`config.mk`:
```
export PLATFORM = sky130hd
export DESIGN_NAME = dcache_flush_ctrl
export DESIGN_NICKNAME = d
export VERILOG_FILES = /design/src/rtl/dcache_flush_ctrl.sv
export SDC_FILE = /design/constraint.sdc
export NUM_CORES = 1
export LEC_CHECK = 0
export CORE_ASPECT_RATIO = 2
export CORE_UTILIZATION = 42
export CTS_CLUSTER_SIZE = 24
export DETAILED_ROUTE_END_ITERATION = 6
export PLACE_DENSITY = 0.76
export SYNTH_ARGS = -nofsm -noshare
export SYNTH_HDL_FRONTEND = slang
export SYNTH_SLANG_ARGS = --single-unit
```
`constraint.sdc`:
```
create_clock -name clk_i -period 10.3 [get_ports clk_i]
set_clock_uncertainty 0.15 [all_clocks]
set_input_delay 2.575 -clock clk_i [delete_from_list [all_inputs] [get_ports clk_i]]
set_output_delay 2.575 -clock clk_i [all_outputs]
set_load 0.005 [all_outputs]
```
`src/rtl/dcache_flush_ctrl.sv`:
```
// Flush sequencer for the data cache: drains the miss unit, then walks every set, writes back the dirty ways and invalidates the set.
// Build option: define DCACHE_FLUSH_WBCNT_EN to count write-backs per sweep on flush_wb_cnt_o (tied to 0 otherwise).
module dcache_flush_ctrl #(
  parameter  int NUM_SETS = 256,
  parameter  int NUM_WAYS = 8,
  parameter  int TAG_W    = 44,
  localparam int IDX_W    = $clog2(NUM_SETS),
  localparam int WAY_W    = $clog2(NUM_WAYS)
) (
  input  logic                      clk_i,
  input  logic                      rst_ni,
  input  logic                      flush_i,
  output logic                      flushing_o,
  output logic                      flush_ack_o,
  input  logic                      miss_busy_i,
  output logic                      sram_req_o,
  output logic                      sram_we_o,
  output logic [IDX_W-1:0]          sram_index_o,
  input  logic                      sram_gnt_i,
  input  logic [NUM_WAYS-1:0]       valid_i,
  input  logic [NUM_WAYS-1:0]       dirty_i,
  input  logic [NUM_WAYS*TAG_W-1:0] tag_i,
  output logic                      wb_req_o,
  output logic [IDX_W-1:0]          wb_index_o,
  output logic [WAY_W-1:0]          wb_way_o,
  output logic [TAG_W-1:0]          wb_tag_o,
  input  logic                      wb_ack_i,
  output logic [15:0]               flush_wb_cnt_o
);

  localparam logic [2:0] S_IDLE  = 3'd0;
  localparam logic [2:0] S_DRAIN = 3'd1;
  localparam logic [2:0] S_READ  = 3'd2;
  localparam logic [2:0] S_CHECK = 3'd3;
  localparam logic [2:0] S_WB    = 3'd4;
  localparam logic [2:0] S_INVAL = 3'd5;
  localparam logic [2:0] S_ACK   = 3'd6;

  // Handshakes (sram_req_o/sram_gnt_i, wb_req_o/wb_ack_i): the request and its payload stay
  // stable until the responder is high; the transfer happens in that cycle, even the first one.
  logic [2:0]                r_state;
  logic [IDX_W-1:0]          r_set;
  logic                      r_armed;
  logic [NUM_WAYS-1:0]       r_mask;
  logic [NUM_WAYS*TAG_W-1:0] r_tags;

  logic                      w_start;
  logic                      w_last_set;
  logic [WAY_W-1:0]          w_way;
  logic [NUM_WAYS-1:0]       w_way_oh;
  logic [NUM_WAYS-1:0]       w_dirty;
  logic [TAG_W-1:0]          w_tag;
  logic                      w_in_wb;

  assign w_start    = (r_state == S_IDLE) && flush_i && r_armed;
  assign w_last_set = (r_set == IDX_W'(NUM_SETS - 1));
  assign w_dirty    = valid_i & dirty_i;
  assign w_in_wb    = (r_state == S_WB);

  // Lowest pending way wins.
  always_comb begin
    w_way = '0;
    for (int i = NUM_WAYS - 1; i >= 0; i--) begin
      if (r_mask[i]) w_way = WAY_W'(i);
    end
  end

  assign w_way_oh = NUM_WAYS'(1) << w_way;
  assign w_tag    = r_tags[w_way*TAG_W +: TAG_W];

  always_ff @(posedge clk_i) begin
    if (!rst_ni) begin
      r_state <= S_IDLE;
      r_set   <= '0;
      r_mask  <= '0;
    end else begin
      case (r_state)
        S_IDLE: begin
          if (w_start) begin
            r_state <= S_DRAIN;
            r_set   <= '0;
          end
        end
        S_DRAIN: if (!miss_busy_i) r_state <= S_READ;
        S_READ:  if (sram_gnt_i) r_state <= S_CHECK;
        S_CHECK: begin
          r_mask  <= w_dirty;
          r_state <= (|w_dirty) ? S_WB : S_INVAL;
        end
        S_WB: begin
          if (wb_ack_i) begin
            r_mask <= r_mask & ~w_way_oh;
            if (r_mask == w_way_oh) r_state <= S_INVAL;
          end
        end
        S_INVAL: begin
          if (sram_gnt_i) begin
            if (w_last_set) begin
              r_state <= S_ACK;
            end else begin
              r_set   <= r_set + IDX_W'(1);
              r_state <= S_READ;
            end
          end
        end
        S_ACK:   r_state <= S_IDLE;
        default: r_state <= S_IDLE;
      endcase
    end
  end

  // Tag capture is pure datapath; it is only observed while in WB.
  always_ff @(posedge clk_i) begin
    if (r_state == S_CHECK) r_tags <= tag_i;
  end

  // A flush held high across the ack must be released before it can start another sweep.
  always_ff @(posedge clk_i) begin
    if (!rst_ni) begin
      r_armed <= 1'b1;
    end else if (!flush_i) begin
      r_armed <= 1'b1;
    end else if (r_state == S_ACK) begin
      r_armed <= 1'b0;
    end
  end

  assign flushing_o   = (r_state == S_DRAIN) || (r_state == S_READ) || (r_state == S_CHECK) ||
                        (r_state == S_WB) || (r_state == S_INVAL);
  assign flush_ack_o  = (r_state == S_ACK);
  assign sram_req_o   = (r_state == S_READ) || (r_state == S_INVAL);
  assign sram_we_o    = (r_state == S_INVAL);
  assign sram_index_o = sram_req_o ? r_set : '0;
  assign wb_req_o     = w_in_wb;
  assign wb_index_o   = w_in_wb ? r_set : '0;
  assign wb_way_o     = w_in_wb ? w_way : '0;
  assign wb_tag_o     = w_in_wb ? w_tag : '0;

`ifdef DCACHE_FLUSH_WBCNT_EN
  logic [15:0] r_wb_cnt;

  always_ff @(posedge clk_i) begin
    if (!rst_ni) begin
      r_wb_cnt <= '0;
    end else if (w_start) begin
      r_wb_cnt <= '0;
    end else if (w_in_wb && wb_ack_i && (r_wb_cnt != 16'hFFFF)) begin
      r_wb_cnt <= r_wb_cnt + 16'd1;
    end
  end

  assign flush_wb_cnt_o = r_wb_cnt;
`else
  assign flush_wb_cnt_o = '0;
`endif

endmodule

```
---- Yosys cells after proc, flatten, opt, wreduce, memory -nomap -nowiden ----
Cells that the tools add are included.
storage, ports and cells
  bits in registers ....................... 372
  input bits .............................. 374
  output and inout bits ................... 84
  word-level logic and storage cells ...... 69
operators by class
  $add $sub $neg .......................... 1
  $mul .................................... 1
  eq/ne operators ......................... 15
  shift-type cells ........................ 2
  muxes and demuxes ....................... 27
  bitwise operators ....................... 3
  reductions and logical operators ........ 15
operators with widths
  operator                                          count
  variable part select 352 x 10 -> 44 bit           1
  two-way mux 3 bit                                 16
  two-way mux 8 bit                                 6
  two-way mux 44 bit                                1
  case mux 8 bit (2 select lines)                   2
  case mux 3 bit (6 select lines)                   1
  bitwise AND 8 bit                                 2
  != test 2 bit, second input constant              5
  == test 3 bit, second input constant              3
  adder 8 x 1 -> 8 bit, second input constant       1
  == test 8 bit                                     1
  == test 8 bit, second input constant              1
  inverter 8 bit                                    1
  OR reduction 8 bit                                1
  left shift 1 x 3 -> 8 bit, first input constant   1
  multiplier 3 x 4 -> 7 bit, second input constant  1
  == test 3 x 2 -> 1 bit, second input constant     2
  AND reduction 6 bit                               1
  logical OR 1 bit                                  5
  != test 2 x 1 -> 1 bit, second input constant     2
  AND reduction 2 bit                               2
  AND reduction 4 bit                               1
  nonzero test 2 bit                                2
  == test 3 x 1 -> 1 bit, second input constant     1
  other kinds (3)                                   4

---- Logic depth before layout (Yosys ltp) ----
Gate-level depths: netlist of the first run.
  depth after elaboration ................. 13
  depth in mapped cells ................... 13
  depth with buffers taken out ............ 11

---- Worst setup path before layout of the first run ----
No wires, ideal clock.
  path kind ............................... reg2reg
  start point ............................. register r_state[0]
  end point ............................... register r_mask[0]
  library setup time ...................... 0.115 ns
  arrival ................................. 10.700 ns
  slack ................................... -0.665 ns
  stages on the path, launching flop included .. 6
  buffers on the path ..................... 1
  path through ............................ dfxtp_1 > clkbuf_1 > and3_1 > a21oi_1 > a211o_1 > and3_1
on the way
  longest elaborated chain between the ends .. 3
ends and longest elaborated chain
  what                                                                         RTL line  RTL
  start, declared                                                              41        logic [2:0] r_state;
  start signal, assigned                                                       88        r_state <= (|w_dirty) ? S_WB : S_INVAL;
  == test 3 bit / == test 3 x 2 -> 1 bit (equally long branches)               77        case (r_state)
  != test 2 bit (no source line) / nonzero test 2 bit (equally long branches)  n/a
  AND reduction 2 bit (no source line)                                         n/a
  end signal, assigned                                                         87        r_mask <= w_dirty;
  end signal, assigned                                                         92        r_mask <= r_mask & ~w_way_oh;
  end, declared                                                                44        logic [NUM_WAYS-1:0] r_mask;
Parallel ways exist; a longest one is shown, timed or not.
A chain may end at the register's enable or synchronous reset.

---- Worst setup path after layout of the first run ----
  start point ............................. register r_state[2]
  end point ............................... output wb_tag_o[0]
on the way
  longest elaborated chain between the ends .. 2
ends and longest elaborated chain
  what                RTL line  RTL
  == test 3 bit       58        assign w_in_wb = (r_state == S_WB);
  two-way mux 44 bit  137       assign wb_tag_o = w_in_wb ? w_tag : '0;
  end, declared       26        output logic [TAG_W-1:0] wb_tag_o,
Every way passes these cells.

==> metrics, run 1 <==
static leakage=between 6 and 7 nW; XOR/XNOR Fraction of Synth Area=0.00354; Synth area leader=edfxtp_1; Hold Startpoint=r_armed; total power=approximately 3.5 mW; GRT Util Overall=0.248; maximum VDD drop=~0.15 mV; DRC errors left=4; slew margin rel.=0.240; syn_area_per_cell=14.8 um2; r2r setup slk=6.66 ns; synth top area cells=edfxtp_1 71%, dfxtp_1 2.7%, a211oi_1 2.6%; Initial Util=0.424; # clock sinks=372; fin util=0.595; Mapped Cells=about 1000; post-synthesis mux area share=0.00405; Post-Syn Area=14800 um2; fillers=2682; minimum clock period=about 7.1 ns; GPL Wtd Cong=0.869; CTS clock-pin slew for the worst setup and hold paths=0.07 ns; Synth Flop Type=edfxtp_1; endpoints failing hold=0; power density over cell area=about 170 nW/um2; nets@finish=1807; worst skew pair latency=0.57 ns; Max Clk Rate=0.140 GHz; row cnt=97; Placed Cells=around 1800; Reg2Reg Depth=11; Min-Delay Endpoint=r_armed; count of flip-flops with a built-in enable after synthesis=352; CTS Buffer Depth=3; Routed Antenna Nets=0; Die Height=268 um; area share of fa/ha/maj cells after synthesis=0.00759; Yosys warning count=0; CTS tree=done; Max-Cap Viols=0; multi-input logic area=3520 um2; final instance area=20800 um2; reg2reg end=r_state[0]; via-per-instance ratio=5.60; die area=between 30000 and 40000 um2; outcome=complete, but fails checks; vias in the first global route=11000; Finish-stage setup viols=0; WL per Instance=24.2 um; hold path depth=2; largest family of logic cells by synthesized area=compound AO/OA/AOI/OAI gates; first-pass GRT wire length=64900 um; #FFs+latches synth=372; boundary pin count=458; largest net degree at the start of global routing=88; post-synthesis sequential area ratio=0.739; DRT iter0 DRCs=666; Root Buffer=clkbuf_16; crit path DAT=4.40 ns; setup TNS=0 ns; worst setup margin=3.18 ns; postcts setup bufs=0; CTS buffer count=31; Synth Area in Simple Gates=0.0841; H-Tree Depth=1; total number of vias=10700; Setup CP Type=reg -> out; CTS Hold Bufs=0; DP HPWL=32700 um; cts repair resizes=0; share of the synthesized area in the top cell type=0.712; area delta synth->final=40.1%; synth unique cells=61; initial antenna violation count=17; PortBufs=441; crit end category=output pin; post-synthesis compound-gate area fraction=0.131; core area=35000 um2; violated checks=design-rule violations; Crit path required time=7.58 ns; DRT Pass-1 Iters=7; asr flop ratio synth=0; Overflow after GRT=0; pins over their slew limit=0; start of the worst register-to-register path=r_mask[7]; Hold Path Class=reg -> reg; storage element area=11000 um2; Routed Wire Length=46300 um; RSZ-0062 raised after global routing=no; Post-Place Setup Slack=3.79 ns; period utilization=0.692; Die X=135 um; actual slew at the worst max-slew pin=~1.1 ns; Hold Slack=~0.38 ns; Critical Path Source Type=flip-flop; worst-path maximum fanout=50; Non-Filler Instances=1913; share of layout cells above drive strength 1=0.0691; placed cell area=19600 um2
cells in the mapped netlist, drive strengths merged (5+ instances only):
| cell | n |
|---|---|
| a211oi | 52 |
| a21oi | 15 |
| a221oi | 6 |
| a22oi | 5 |
| a31o | 27 |
| and2 | 48 |
| and3 | 6 |
| buf | 33 |
| clkbuf | 45 |
| dfxtp | 20 |
| edfxtp | 352 |
| ha | 9 |
| inv | 9 |
| mux2i | 6 |
| nand2 | 90 |
| nand3 | 15 |
| nand4 | 10 |
| nor2 | 57 |
| nor3 | 15 |
| o211ai | 5 |
| o21a | 11 |
| o21ai | 24 |
| o221ai | 44 |
| o22a | 9 |
| o22ai | 44 |
per-layer routing:
metal	track usage	routed length [um]	vias up	share of wire
li1	-	-	4780	-
met1	0.231	14400	5219	0.31
met2	0.481	26000	566	0.56
met3	0.0464	3100	146	0.067
met4	0.162	2810	0	0.061
met5	0	0	-	0
sequential cells by signal (all words and copies together), names as in the netlist:
| signal | cells |
|---|---|
| r_armed | 1 |
| r_mask | 8 |
| r_set | 8 |
| r_state | 3 |
| r_tags | 352 |
worst max-delay path by stage:
stage,startpoint,endpoint,slack (ns)
after floorplan,r_state[0],r_mask[1],3.93
after global placement,r_state[2],wb_tag_o[12],3.96
after detailed placement,r_state[2],wb_tag_o[0],3.79
after CTS,r_state[2],wb_tag_o[0],3.16
after global routing,r_state[2],wb_tag_o[0],2.93
final,r_state[2],wb_tag_o[0],3.18
layout make-up:
class | instances | area share
inverter | 10 | 0.00187
tap | 445 | 0.0268
antenna | 20 | 0.00241
timing repair buffer | 453 | 0.217
clock buffer | 36 | 0.0382
clock inverter | 21 | 0.0170
sequential | 372 | 0.528
multi-input combinational | 556 | 0.169
power by group:
part	total (mW)	switching [mW]	internal (mW)
logic	0.398	0.203	0.195
registers	1.74	0.0232	1.72
clock network	1.33	0.528	0.801
total	3.47	0.754	2.71
layout by cell type (no fill, tap or decap), types with 16 or more instances in the layout:
master,instances
o221ai_1,44
conb_1,16
nand2_1,90
clkbuf_16,31
edfxtp_1,352
diode_2,20
clkdlybuf4s50_1,441
a31o_2,22
and2_1,42
nor2_1,56
a211oi_1,52
o21ai_0,17
o22ai_1,44
dfxtp_1,20
cells by family (layout without fill, tap and decap cells):
group / after synthesis / after routing
AOI/OAI and AO/OA: 260 / 260
xor gates and xnor gates: 6 / 6
adders and majority gates: 9 / 9
buffers and inverters: 88 / 520
DFF: 372 / 372
muxes: 6 / 6
other: 1 / 36
and+or+nand+nor: 259 / 259
critical path, cell delays in order (launching register included):
cell and delay (ns):
dfxtp_1 0.49, inv_2 0.11, or3_1 0.57, clkinv_2 0.65, nand2_1 0.32, inv_1 0.60, o221ai_1 0.25, o22ai_1 0.23
clkdlybuf4s50_1 0.57
No activity file was read; power rests on OpenSTA's default activity.
==> run 2: changes to the inputs <==
- CORE_UTILIZATION: 42 -> 47
- PLACE_DENSITY: 0.76 -> 0.8
- clock period: 10.3 -> 6.9 ns (I/O delays scaled with it)
==> run 2 against run 1 <==
The flow still finishes with violations (design-rule violations). Wire length shrank 1.6%. Clock power rose by 40%. Clock-buffer cell count is 6 higher. Combinational power rose by 50%. First-iteration DRC count rose by 3.9%. Power increased by 46%. Via count grew 1.1%. Worst hold slack worse by 0.0081 ns.
==> metrics, run 2 (synthesis results as in run 1) <==
outcome=complete, but fails checks; violated checks=design-rule violations; via-per-instance ratio=5.74 (+2.5%); row cnt=91 (-6.2%); Biggest register=r_tags; DRC errors left=3 (-1); PortBufs=441 (unchanged); max reg flops=352 (unchanged); DRT Pass-1 Iters=7 (unchanged); RSZ-0062 raised after global routing=no; Finish-stage setup viols=0 (unchanged); Critical Path Source Type=flip-flop; slew margin rel.=0.213 (-0.0264); endpoints failing hold=0 (unchanged); power density over cell area=244 nW/um2 (+46%); H-Tree Depth=2 (+1); cts repair resizes=0 (unchanged); crit path DAT=4.11 ns (-0.29 ns); Hold Path Class=reg -> reg; DP HPWL=32600 um (-0.24%); Die Height=253 um (-5.4%); CTS clock-pin slew for the worst setup and hold paths=0.07 ns (about the same); initial antenna violation count=14 (-3); GRT Util Overall=0.280 (+0.0314); share of layout cells above drive strength 1=0.0716 (+0.00256); area delta synth->final=39.6%; total number of vias=10800 (+1.1%); Initial Util=0.479 (+0.0546); maximum VDD drop=0.233 mV (+59%); die area=32300 um2 (-11%); Max-Cap Viols=0 (unchanged); setup TNS=0 ns (unchanged); CTS Buffer Depth=3 (unchanged); Top Registers=r_tags: 352 flops, r_mask: 8 flops, r_set: 8 flops; boundary pin count=458 (unchanged); Die X=128 um (-5.4%); worst skew pair latency=0.50 ns (-0.07 ns); # clock sinks=372 (unchanged); Setup CP Type=reg -> out; pins over their slew limit=0 (unchanged); first-pass GRT wire length=65600 um (+1.1%); CTS buffer count=34 (+9.7%); vias in the first global route=11500 (+4.7%); nets@finish=1813 (+0.33%); Routed Wire Length=45500 um (-1.6%); DRT iter0 DRCs=692 (+3.9%); core area=31000 um2 (-11%); Hold Slack=0.368 ns (-0.00813 ns); crit end category=output pin; largest net degree at the start of global routing=193 (+120%); WL per Instance=24.1 um (-0.17%); postcts setup bufs=0 (unchanged); CTS Hold Bufs=0 (unchanged); GPL Wtd Cong=0.915 (+5.3%); period utilization=0.868; most frequent cells in the layout=441 x clkdlybuf4s50_1, 352 x edfxtp_1, 90 x nand2_1; Routed Antenna Nets=0 (unchanged); worst-path maximum fanout=35 (-30%); Overflow after GRT=0 (unchanged); most common cell after layout, fill and taps aside=clkdlybuf4s50_1; CTS tree=done; Root Buffer=clkbuf_16; Crit path required time=5.03 ns (-2.55 ns); minimum clock period=5.99 ns; actual slew at the worst max-slew pin=1.18 ns (+0.0396 ns); static leakage=6.68 nW (-0.25%); Max Clk Rate=0.167 GHz
run 2: cell count changes in the layout (fill, tap and decap cells not counted), sizes merged:
cell	delta
clkinv	+1
buf	+3
clkbuf	+6
clkinvlp	+1
diode	-4
bufinv	-7
run 2: metal layers:
layer | routed length, um | up-vias | share of wire | GRT usage
li1 | - | 4792 | - | -
met1 | 13700 | 5211 | 0.30 | 0.261
met4 | 3620 | 0 | 0.079 | 0.235
met5 | 0 | - | 0 | 0
met2 | 24800 | 644 | 0.54 | 0.513
met3 | 3430 | 178 | 0.075 | 0.0575
run 2: through the flow:
step	cells	setup WS (ns)	util	area, um2	total power [mW]
floorplan	1016	0.533	-	14900	2.89
global placement	1812	1.62	0.633	19600	3.22
detailed placement	1812	1.56	0.633	19600	3.23
CTS	1870	0.984	0.667	20700	5.07
global route	1884	0.763	0.668	20700	5.19
finish	1886	0.910	0.669	20700	5.05
run 2: final cells by class:
type                    count  area, um2
inverters                  10       38.8
diodes                     16       40.0
repair buffers            456       4540
clock inverters            16        160
well taps                 418        523
flip-flops and latches    372      11000
fillers                  2213      10300
multi-input cells         556       3520
clock buffers              42        912
run 2: worst max-delay path, stage by stage (launching register included):
cell and delay, ns:
dfxtp_1 0.86, nor3_1 0.23, o21ai_0 0.16, and2_2 0.83
o221ai_1 0.20, a31o_2 0.28, a211oi_1 0.41, clkdlybuf4s50_1 0.61
run 2: path summary, 6_finish.rpt:
check	startpoint	end	slack, ns	depth (start not counted)
max	r_mask[1]	wb_tag_o[22]	0.91	7
min	r_armed	r_armed	0.37	2
max reg2reg	r_mask[2]	r_state[2]	3.40	11
min reg2reg	r_armed	r_armed	0.37	2
run 2: report_power, final:
group | total [mW] | switching [mW] | internal (mW)
Combinational | 0.596 | 0.303 | 0.293
Sequential | 2.59 | 0.0326 | 2.56
Clock | 1.86 | 0.806 | 1.05
==> run 3: changes to the inputs <==
- ABC_AREA: unset -> 1
- CORE_UTILIZATION: 47 -> 50
- CTS_BUF_LIST: unset -> sky130_fd_sc_hd__clkbuf_4
- GPL_ROUTABILITY_DRIVEN: unset -> 0
- PLACE_DENSITY: 0.8 -> 0.83
==> run 3 against run 2 <==
The flow now finishes without violations. Clock-buffer cell count increased by 71. Combinational power increased to 4.2 times the previous value. Synthesized cell count increased by 59%. Wire length increased by 8.6%. Cell count increased by 36%. Global-route usage increased by 1.2 points. Non-clock buffer count decreased by 7. Core utilization increased by 1.6 points. Sequential share of layout area decreased by 4.2 points. Maximum frequency decreased by 5.5%. Largest power group unchanged.
==> metrics, run 3 <==
synth top area cells=edfxtp_1 64%, inv_1 6.7%, nand2_1 5.7%; most common cell after layout, fill and taps aside=clkdlybuf4s50_1; via-per-instance ratio=5.26 (-8.4%); share of layout cells above drive strength 1=0.0881 (+0.0164); Yosys warning count=0 (unchanged); pins over their slew limit=0 (unchanged); core area=32800 um2 (+6.0%); WL per Instance=19.3 um (-20%); Post-Place Setup Slack=0.796 ns (-0.762 ns); Max Clk Rate=0.158 GHz (-5.5%); Max-Cap Viols=0 (unchanged); RSZ-0062 raised after global routing=no; count of flip-flops with a built-in enable after synthesis=352 (unchanged); CTS Hold Bufs=0 (unchanged); first-pass GRT wire length=72700 um (+11%); postcts setup bufs=0 (unchanged); multi-input logic area=4090 um2 (+16%); Routed Wire Length=49400 um (+8.6%); CTS buffer count=83 (+140%); vias in the first global route=13800 (+20%); crit path DAT=4.46 ns (+0.35 ns); Mapped Cells=1592 (+59%); die area=34100 um2 (+5.4%); worst skew pair latency=0.76 ns (+0.26 ns); Post-Syn Area=16600 um2 (+12%); M1 GR Usage=0.282 (+0.0212); synth unique cells=34 (-44%); slew margin rel.=0.216 (+0.00206); endpoints failing hold=0 (unchanged); layer with the highest usage=met2; Hold Path Class=reg -> reg; storage element area=11000 um2 (about the same); most frequent cells in the layout=441 x clkdlybuf4s50_1, 352 x edfxtp_1, 293 x inv_1; total number of vias=13400 (+24%); M3 GR Usage=0.0928 (+0.0353); max reg flops=352 (unchanged); #FFs+latches synth=372 (unchanged); Top Registers=r_tags: 352 flops, r_mask: 8 flops, r_set: 8 flops; minimum clock period=6.34 ns (+0.349 ns); static leakage=9.08 nW (+36%); period utilization=0.919 (+0.0505); nets@finish=2427 (+34%); post-synthesis sequential area ratio=0.659 (-0.0803); Die X=131 um (+2.6%); CTS Buffer Depth=3 (unchanged); DRC errors left=0 (-3); Critical Path Source Type=flip-flop; row cnt=94 (+3.3%); Root Buffer=clkbuf_4; DP HPWL=34700 um (+6.4%); Initial Util=0.507 (+0.0281); worst setup margin=0.562 ns (-0.349 ns); GRT Util Overall=0.292 (+0.0120); CTS tree=done; Placed Cells=2391 (+32%); Hold Slack=0.352 ns (-0.0167 ns); worst-path maximum fanout=55 (+57%); Die Height=260 um (+2.7%); Setup CP Type=reg -> out; Non-Filler Instances=2557 (+36%); Routed Antenna Nets=0 (unchanged); leading cell type by number of instances after synthesis=edfxtp_1; CTS clock-pin slew for the worst setup and hold paths=0.07 ns (about the same); initial antenna violation count=22 (+8); power density over cell area=322 nW/um2 (+32%); maximum VDD drop=0.241 mV (+3.4%); Synth area leader=edfxtp_1; syn_area_per_cell=10.5 um2 (-29%); Synth top cells by count=352 x edfxtp_1, 296 x inv_1, 253 x nand2_1, 176 x nand3_1, 98 x nor2_1; Finish-stage setup viols=0 (unchanged); H-Tree Depth=3 (+1); boundary pin count=458 (unchanged); Overflow after GRT=0 (unchanged); largest net degree at the start of global routing=185 (-4.1%); actual slew at the worst max-slew pin=1.17 ns (-0.00556 ns); fillers=2418 (+9.3%); asr flop ratio synth=0 (unchanged); DRT Pass-1 Iters=6 (-1); # clock sinks=372 (unchanged); PortBufs=441 (unchanged); share of the synthesized area in the top cell type=0.635 (-0.0774); met2 GRT Util=0.500 (-0.0126); Crit path required time=5.03 ns (about the same); Synth Flop Type=edfxtp_1; outcome=complete, no violations; DRT iter0 DRCs=809 (+17%); crit end category=output pin; Biggest register=r_tags; area delta synth->final=35.0%
[run 3: changes by cell type in the layout (fill, tap and decap cells not counted), moves of 35 or more]
cell,previous run,this run
nand2_1,90,251
clkbuf_4,0,113
nand3_1,14,175
nor2_1,56,98
and2_1,42,0
clkbuf_16,35,0
nand4_1,10,80
o22ai_1,44,0
o221ai_1,44,0
inv_1,7,293
a211oi_1,52,8
nor3_1,14,77
[run 3: worst max-delay path, stage by stage, from the launching register on]
cell and delay (ns):
dfxtp_1 0.36, inv_2 0.06, nand2_1 0.07, nand2_1 0.05, nand2_1 0.09, nand2_4 0.19
nand2_4 0.40, nand2_4 0.47, nand2_8 0.50, nand2_4 0.35, or2_2 0.43, nand3_1 0.10
nand2_1 0.06, clkdlybuf4s50_1 0.48
[run 3: metrics by stage]
step	area (um2)	setup TNS (ns)	utilization	power (mW)
finish	22500	0	0.685	7.24
global placement	21300	0	0.648	5.35
global route	22500	0	0.684	7.68
floorplan	16700	-0.448	-	4.66
detailed placement	21300	0	0.648	5.42
CTS	22400	0	0.683	7.30
[run 3: cells by family (layout without fill, tap and decap cells)]
family / count (synthesis) / count (layout) / synth area share
buffers and inverters: 406 / 900 / 0.100
and+or+nand+nor: 710 / 710 / 0.198
other: 1 / 40 / 0.000225
adders and majority gates: 9 / 9 / 0.00677
DFF: 372 / 372 / 0.659
xor gates and xnor gates: 4 / 4 / 0.00210
AOI/OAI and AO/OA: 90 / 90 / 0.0338
[run 3: where the power goes]
part           switching (mW)  internal (mW)  leakage (nW)
logic                    1.78          0.740          5.06
clock network           0.868          0.988         0.664
registers              0.0852           2.78          3.35
[run 3: worst paths after layout]
path,startpoint,end,slack [ns],cells past startpoint
min reg2reg,r_set[4],r_set[4],0.35,2
max reg2reg,r_mask[7],r_state[2],2.34,19
min,r_set[4],r_set[4],0.35,2
max,r_mask[6],wb_tag_o[4],0.56,13
[run 3: area by class of cell]
| type | count | area share |
|---|---|---|
| clock inverter | 29 | 0.0128 |
| clock buffer | 113 | 0.0378 |
| antenna | 24 | 0.00267 |
| multi-input combinational | 829 | 0.182 |
| tap | 432 | 0.0241 |
| timing repair buffer | 449 | 0.201 |
| inverter | 309 | 0.0518 |
| sequential | 372 | 0.488 |
[run 3: what timing repair did]
| item | CTS | global route |
|---|---|---|
| cloned | 0 | 0 |
| resized for setup | 1 | 1 |
| setup endpoints to repair | 7 | 7 |
[run 3: layer usage]
metal  vias to the layer above  wire [um]
met3                       195       4350
met4                         6       3480
met1                      6226      15700
met5                         -         38
met2                       720      25900
li1                       6298          -
